File: config.mk
export PLATFORM = sky130hd
export DESIGN_NAME = uart_cmd_parser
export DESIGN_NICKNAME = d
export VERILOG_FILES = /design/src/rtl/uart_cmd_pkg.sv /design/src/rtl/uart_cmd_timeout.sv /design/src/rtl/uart_cmd_parser.sv
export SDC_FILE = /design/constraint.sdc
export NUM_CORES = 1
export LEC_CHECK = 0
export CAP_MARGIN = 5
export CORE_MARGIN = 2
export CORE_UTILIZATION = 35
export CTS_BUF_LIST = sky130_fd_sc_hd__clkbuf_8
export CTS_CLUSTER_DIAMETER = 60
export DETAILED_ROUTE_END_ITERATION = 8
export PLACE_DENSITY = 0.58
export SLEW_MARGIN = 20
export SYNTH_ARGS = -nofsm -noshare
export SYNTH_HDL_FRONTEND = slang
export SYNTH_HIERARCHICAL = 1
export SYNTH_SLANG_ARGS = --single-unit
File: constraint.sdc
create_clock -name clk -period 3.1 [get_ports clk]
set_input_delay 0.465 -clock clk [delete_from_list [all_inputs] [get_ports clk]]
set_output_delay 0.465 -clock clk [all_outputs]
set_load 0.01 [all_outputs]
File: src/rtl/uart_cmd_pkg.sv
// ============================================================================
// Module   : uart_cmd_pkg
// Summary  : Shared state encoding, default framing bytes and width helper
//            for the UART command parser.
// Revision : 1.0
// ============================================================================
`default_nettype none

package uart_cmd_pkg;

  typedef enum logic [2:0] {
    S_SYNC    = 3'd0,
    S_ID      = 3'd1,
    S_LEN     = 3'd2,
    S_PAYLOAD = 3'd3,
    S_CHK     = 3'd4,
    S_RESP    = 3'd5
  } state_e;

  localparam logic [7:0] C_DEF_SYNC = 8'hAA;
  localparam logic [7:0] C_DEF_ACK  = 8'h06;
  localparam logic [7:0] C_DEF_NAK  = 8'h15;

  // Width of a payload index; never narrower than one bit.
  function automatic int idx_width(input int max_len);
    return (max_len <= 1) ? 1 : $clog2(max_len);
  endfunction

endpackage

`default_nettype wire

File: src/rtl/uart_cmd_timeout.sv
// ============================================================================
// Module   : uart_cmd_timeout
// Summary  : Inter-byte idle counter; pulses expired_o when it reaches
//            TIMEOUT_CYCLES while enabled and not being cleared.
// Revision : 1.0
// ============================================================================
`default_nettype none

module uart_cmd_timeout #(
  parameter int TIMEOUT_CYCLES = 5_000_000
) (
  input  logic clk,
  input  logic rst,
  input  logic clear_i,
  input  logic enable_i,
  output logic expired_o
);

  localparam int             CW      = $clog2(TIMEOUT_CYCLES + 1);
  localparam logic [CW-1:0]  C_LIMIT = CW'(TIMEOUT_CYCLES);
  localparam logic [CW-1:0]  C_ONE   = CW'(1);

  logic [CW-1:0] cnt_q;
  logic [CW-1:0] cnt_d;

  always_comb begin
    cnt_d = cnt_q;
    if (clear_i || !enable_i) begin
      cnt_d = '0;
    end else if (cnt_q != C_LIMIT) begin
      cnt_d = cnt_q + C_ONE;
    end
  end

  always_ff @(posedge clk) begin
    if (rst) begin
      cnt_q <= '0;
    end else begin
      cnt_q <= cnt_d;
    end
  end

  // The owner leaves its active states on expiry, which clears the count.
  assign expired_o = enable_i && !clear_i && (cnt_q == C_LIMIT);

endmodule

`default_nettype wire

File: src/rtl/uart_cmd_parser.sv
// ============================================================================
// Module   : uart_cmd_parser
// Summary  : Assembles checksummed command frames from UART bytes, strobes
//            good commands out and answers every frame with ACK or NAK.
// Revision : 1.0
// ============================================================================
`default_nettype none

module uart_cmd_parser
  import uart_cmd_pkg::*;
#(
  parameter logic [7:0] SYNC_BYTE      = C_DEF_SYNC,
  parameter logic [7:0] ACK_BYTE       = C_DEF_ACK,
  parameter logic [7:0] NAK_BYTE       = C_DEF_NAK,
  parameter int         MAX_LEN        = 8,
  parameter int         TIMEOUT_CYCLES = 5_000_000
) (
  input  logic                 clk,
  input  logic                 rst,
  input  logic                 rx_valid_i,
  input  logic [7:0]           rx_data_i,
  input  logic                 rx_err_i,
  input  logic                 tx_busy_i,
  output logic                 tx_start_o,
  output logic [7:0]           tx_data_o,
  output logic                 cmd_valid_o,
  output logic [7:0]           cmd_id_o,
  output logic [3:0]           cmd_len_o,
  output logic [8*MAX_LEN-1:0] cmd_payload_o,
  output logic [7:0]           err_count_o
);

  localparam int              IDX_W     = idx_width(MAX_LEN);
  localparam logic [7:0]      C_MAX_LEN = 8'(MAX_LEN);
  localparam logic [IDX_W-1:0] C_IDX_ONE = IDX_W'(1);

  state_e               state_q;
  logic [7:0]           id_q;
  logic [7:0]           sum_q;
  logic [7:0]           resp_q;
  logic [3:0]           len_q;
  logic [IDX_W-1:0]     idx_q;
  logic [7:0]           buf_q [MAX_LEN];

  logic                 tx_start_q;
  logic [7:0]           tx_data_q;
  logic                 cmd_valid_q;
  logic [7:0]           cmd_id_q;
  logic [3:0]           cmd_len_q;
  logic [8*MAX_LEN-1:0] cmd_payload_q;
  logic [7:0]           err_count_q;

  logic                 w_active;
  logic                 w_expired;
  logic [7:0]           w_err_inc;
  logic                 w_idx_last;
  logic [8*MAX_LEN-1:0] w_payload;

  assign w_active = (state_q == S_ID) || (state_q == S_LEN) ||
                    (state_q == S_PAYLOAD) || (state_q == S_CHK);

  uart_cmd_timeout #(
    .TIMEOUT_CYCLES (TIMEOUT_CYCLES)
  ) u_timeout (
    .clk       (clk),
    .rst       (rst),
    .clear_i   (rx_valid_i || !w_active),
    .enable_i  (w_active),
    .expired_o (w_expired)
  );

  assign w_err_inc  = (err_count_q == 8'hFF) ? 8'hFF : err_count_q + 8'd1;
  assign w_idx_last = ((4'(idx_q) + 4'd1) == len_q);

  // Bytes beyond the frame length are forced to zero on the way out.
  for (genvar gi = 0; gi < MAX_LEN; gi++) begin : g_mask
    localparam logic [3:0] C_POS = 4'(gi);
    assign w_payload[8*gi +: 8] = (C_POS < len_q) ? buf_q[gi] : 8'h00;
  end

  always_ff @(posedge clk) begin
    if (rst) begin
      state_q       <= S_SYNC;
      id_q          <= 8'h00;
      sum_q         <= 8'h00;
      resp_q        <= 8'h00;
      len_q         <= 4'h0;
      idx_q         <= '0;
      for (int i = 0; i < MAX_LEN; i++) begin
        buf_q[i] <= 8'h00;
      end
      tx_start_q    <= 1'b0;
      tx_data_q     <= 8'h00;
      cmd_valid_q   <= 1'b0;
      cmd_id_q      <= 8'h00;
      cmd_len_q     <= 4'h0;
      cmd_payload_q <= '0;
      err_count_q   <= 8'h00;
    end else begin
      tx_start_q  <= 1'b0;
      cmd_valid_q <= 1'b0;
      if (w_active && (rx_err_i || w_expired)) begin
        state_q     <= S_SYNC;
        err_count_q <= w_err_inc;
      end else begin
        case (state_q)
          S_SYNC: begin
            if (rx_valid_i && (rx_data_i == SYNC_BYTE)) begin
              state_q <= S_ID;
            end
          end
          S_ID: begin
            if (rx_valid_i) begin
              id_q    <= rx_data_i;
              sum_q   <= rx_data_i;
              state_q <= S_LEN;
            end
          end
          S_LEN: begin
            if (rx_valid_i) begin
              sum_q <= sum_q + rx_data_i;
              len_q <= rx_data_i[3:0];
              idx_q <= '0;
              if (rx_data_i > C_MAX_LEN) begin
                resp_q      <= NAK_BYTE;
                err_count_q <= w_err_inc;
                state_q     <= S_RESP;
              end else if (rx_data_i == 8'h00) begin
                state_q <= S_CHK;
              end else begin
                state_q <= S_PAYLOAD;
              end
            end
          end
          S_PAYLOAD: begin
            if (rx_valid_i) begin
              buf_q[idx_q] <= rx_data_i;
              sum_q        <= sum_q + rx_data_i;
              idx_q        <= idx_q + C_IDX_ONE;
              if (w_idx_last) begin
                state_q <= S_CHK;
              end
            end
          end
          S_CHK: begin
            if (rx_valid_i) begin
              if (rx_data_i == sum_q) begin
                cmd_id_q      <= id_q;
                cmd_len_q     <= len_q;
                cmd_payload_q <= w_payload;
                cmd_valid_q   <= 1'b1;
                resp_q        <= ACK_BYTE;
              end else begin
                resp_q      <= NAK_BYTE;
                err_count_q <= w_err_inc;
              end
              state_q <= S_RESP;
            end
          end
          S_RESP: begin
            // Incoming bytes are dropped here; one start per visit.
            if (!tx_busy_i) begin
              tx_start_q <= 1'b1;
              tx_data_q  <= resp_q;
              state_q    <= S_SYNC;
            end
          end
          default: state_q <= S_SYNC;
        endcase
      end
    end
  end

  assign tx_start_o    = tx_start_q;
  assign tx_data_o     = tx_data_q;
  assign cmd_valid_o   = cmd_valid_q;
  assign cmd_id_o      = cmd_id_q;
  assign cmd_len_o     = cmd_len_q;
  assign cmd_payload_o = cmd_payload_q;
  assign err_count_o   = err_count_q;

endmodule

`default_nettype wire
==> metrics.yaml <==
status:
  status: "finished clean"
route:
  vias: 6500
  ant_nets: 0
  first_iter_violations: 389
  drcViolationCount: 0
  routed_wl_um: 20500
  first_pass_iters: 5
  routedWlPerCell_um: 15.8
  post_drt_via_cell_ratio: 4.99
timing:
  finalSetupViolations: 0
  post-route-period-util: 0.931
  rsz0062_at_grt: "false"
  fin_crit_ns: 2.89
  slew-limit-headroom: 0.486
  slew_violations: 0
  fin_hold_ws_ns: 0.404
  tightest_slew_ns: 0.769
  clock.fmax_mhz: 347
  fin_skew_ns: 0.0344
  hold_viol: 0
logic_synthesis:
  synth_ff_type: "dfxtp_1"
  synth_top_cell_by_area: "dfxtp_1"
  synth_cell_types: 70
  ys_seq_elements: 205
  synthArstFlopShare: 0
  ys_warn_count: 6
  yosys.area.top_type_share: 0.329
  synthTopCellsByArea: "dfxtp_1, edfxtp_1, a22o_1, and2_1, a21oi_1"
  synth_edf_count: 64
  netlist_instances: 821
  synthesis.area_sq_mm: 0.00858
  syn_area_per_cell_sq_um: 10.5
  ys_seq_area_frac: 0.553
clock_tree:
  cts_tree: "done"
  cts-root-buf: "clkbuf_8"
  cts_setup_buffers: 0
  cts_buffer_depth: 3
  cts.clk_slew.worst_paths_ns: 0.06
  cts_buffers: 37
  h-tree-depth: 2
  clk_latency_ns: 0.53
  clock-sinks: 205
grt:
  globalRouteOverflowTotal: 0
  grt_pass1_wl_um: 33000
  antenna_found_initial: 0
  grt_pass1_vias: 6124
  track_usage: 0.158
  grt_max_degree: 50
worst_setup_path:
  cp-end-kind: "flip-flop"
  critPathRequiredTime_ns: 3.49
  crit_path_start_kind: "flip-flop"
  worstPathArrival_ns: 3.27
  critPathKind: "reg -> reg"
  crit_fanout: 8
floorplan:
  io_pins: 107
  rows: 57
  die_area_sq_mm: 0.0258
  die_x_um: 161
  core_sq_mm: 0.0242
  start_util: 0.355
  dieHeight_um: 161
min_path:
  worstHoldPathType: "in -> reg"
layout:
  final_area_sq_mm: 0.0108
  area_delta_synth_final_pct: 26.0
  nets: 973
  final_common_cell: "dfxtp_1"
  drive_gt1_frac: 0.115
  layout_common_cells: "dfxtp_1, clkdlybuf4s50_1, nand2_1, edfxtp_1, a21oi_1"
flow_run:
  cap_violations: 0
placed_design:
  place_area_sq_mm: 0.0100
  place.gp.congestion: 0.806
  port_buffers: 102
  dp_hpwl_um: 13800
pwr:
  leakagePower_nw: 3.92
  power_density_mw_per_mm2: 531
  irDropWorstVdd_uv: 288
per-layer routing:
| layer | vias to the layer above | track usage | routed length, um | part of all wire |
|---|---|---|---|---|
| met2 | 153 | 0.245 | 9000 | 0.44 |
| met3 | 27 | 0.0343 | 991 | 0.048 |
| li1 | 3264 | - | - | - |
| met4 | 0 | 0.0463 | 325 | 0.016 |
| met1 | 3056 | 0.223 | 10200 | 0.50 |
| met5 | - | 0 | 0 | 0 |
path summary, 6_finish.rpt:
check	start	end	slack, ns	depth (start not counted)
max	state_q[2]	id_q[1]	0.21	9
min	rst	idx_q[2]	0.40	2
max reg2reg	state_q[2]	id_q[1]	0.21	9
min reg2reg	buf_q[4][1]	cmd_payload_o[33]	0.45	1
kinds of logic after synthesis:
family	synth area share
buffers and inverters	0.0359
other	0.000437
adders and majority gates	0.0184
muxes	0.0175
AOI/OAI and AO/OA	0.150
DFF	0.553
and+or+nand+nor	0.207
xor gates and xnor gates	0.0181
sequential cells by signal, indices dropped and copies added, names as in the netlist, 4 cells and up:
| name | count |
|---|---|
| u_timeout/cnt_q | 23 |
| cmd_payload_o | 64 |
| id_q | 8 |
| buf_q | 64 |
| cmd_id_o | 8 |
| len_q | 4 |
| err_count_o | 8 |
| cmd_len_o | 4 |
| sum_q | 8 |
repair_timing:
| item | in CTS | in global routing |
|---|---|---|
| hold buffers | 0 | 0 |
| gates resized for setup | 0 | 1 |
| setup endpoints to repair | 0 | 8 |
power breakdown:
part | internal, W | total (W) | switching [W]
logic | 0.000158 | 0.000418 | 0.000259
registers | 0.00282 | 0.00286 | 0.0000321
clock network | 0.00136 | 0.00246 | 0.00110
cell usage after synthesis (9+ instances only):
| master | instances |
|---|---|
| a211oi_1 | 10 |
| or3_1 | 10 |
| nand2_1 | 66 |
| and3_1 | 9 |
| o21ai_0 | 32 |
| xor2_1 | 9 |
| dfxtp_1 | 141 |
| and2_1 | 54 |
| ha_1 | 11 |
| edfxtp_1 | 64 |
| nor3_1 | 21 |
| buf_4 | 9 |
| clkbuf_1 | 38 |
| nor2_1 | 55 |
| nand3_1 | 29 |
| mux2i_1 | 15 |
| a22o_1 | 48 |
| a21oi_1 | 60 |
stage by stage:
stage / cells / worst slack [ns] / power [W] / setup TNS [ns] / util
final: 1302 / 0.214 / 0.00574 / 0 / 0.447
after global routing: 1301 / 0.0189 / 0.00599 / 0 / 0.447
after CTS: 1300 / 0.0139 / 0.00581 / 0 / 0.446
after detailed placement: 1232 / -0.0324 / 0.00333 / -0.143 / 0.416
after global placement: 1232 / -0.0218 / 0.00332 / -0.0512 / 0.416
after floorplan: 824 / 0.0889 / 0.00318 / 0 / -
critical path: stages (launching register included):
cell      delay (ns)
dfxtp_1         0.38
or3_1           0.40
and2_1          0.20
nand2b_1        0.10
and3b_1         0.20
or3b_1          0.42
or4b_1          0.61
buf_4           0.22
mux2i_1         0.15
nor2_1          0.05
area by class of cell:
type / count / area [sq um]
Clock buffer: 43 / 592
Sequential cell: 205 / 4740
Inverter: 8 / 30.0
Multi-Input combinational cell: 554 / 3550
Fill cell: 2336 / 13400
Timing Repair Buffer: 142 / 1340
Clock inverter: 25 / 140
Antenna cell: 1 / 2.50
Tap cell: 324 / 405
(Power assumes the default switching activity.)
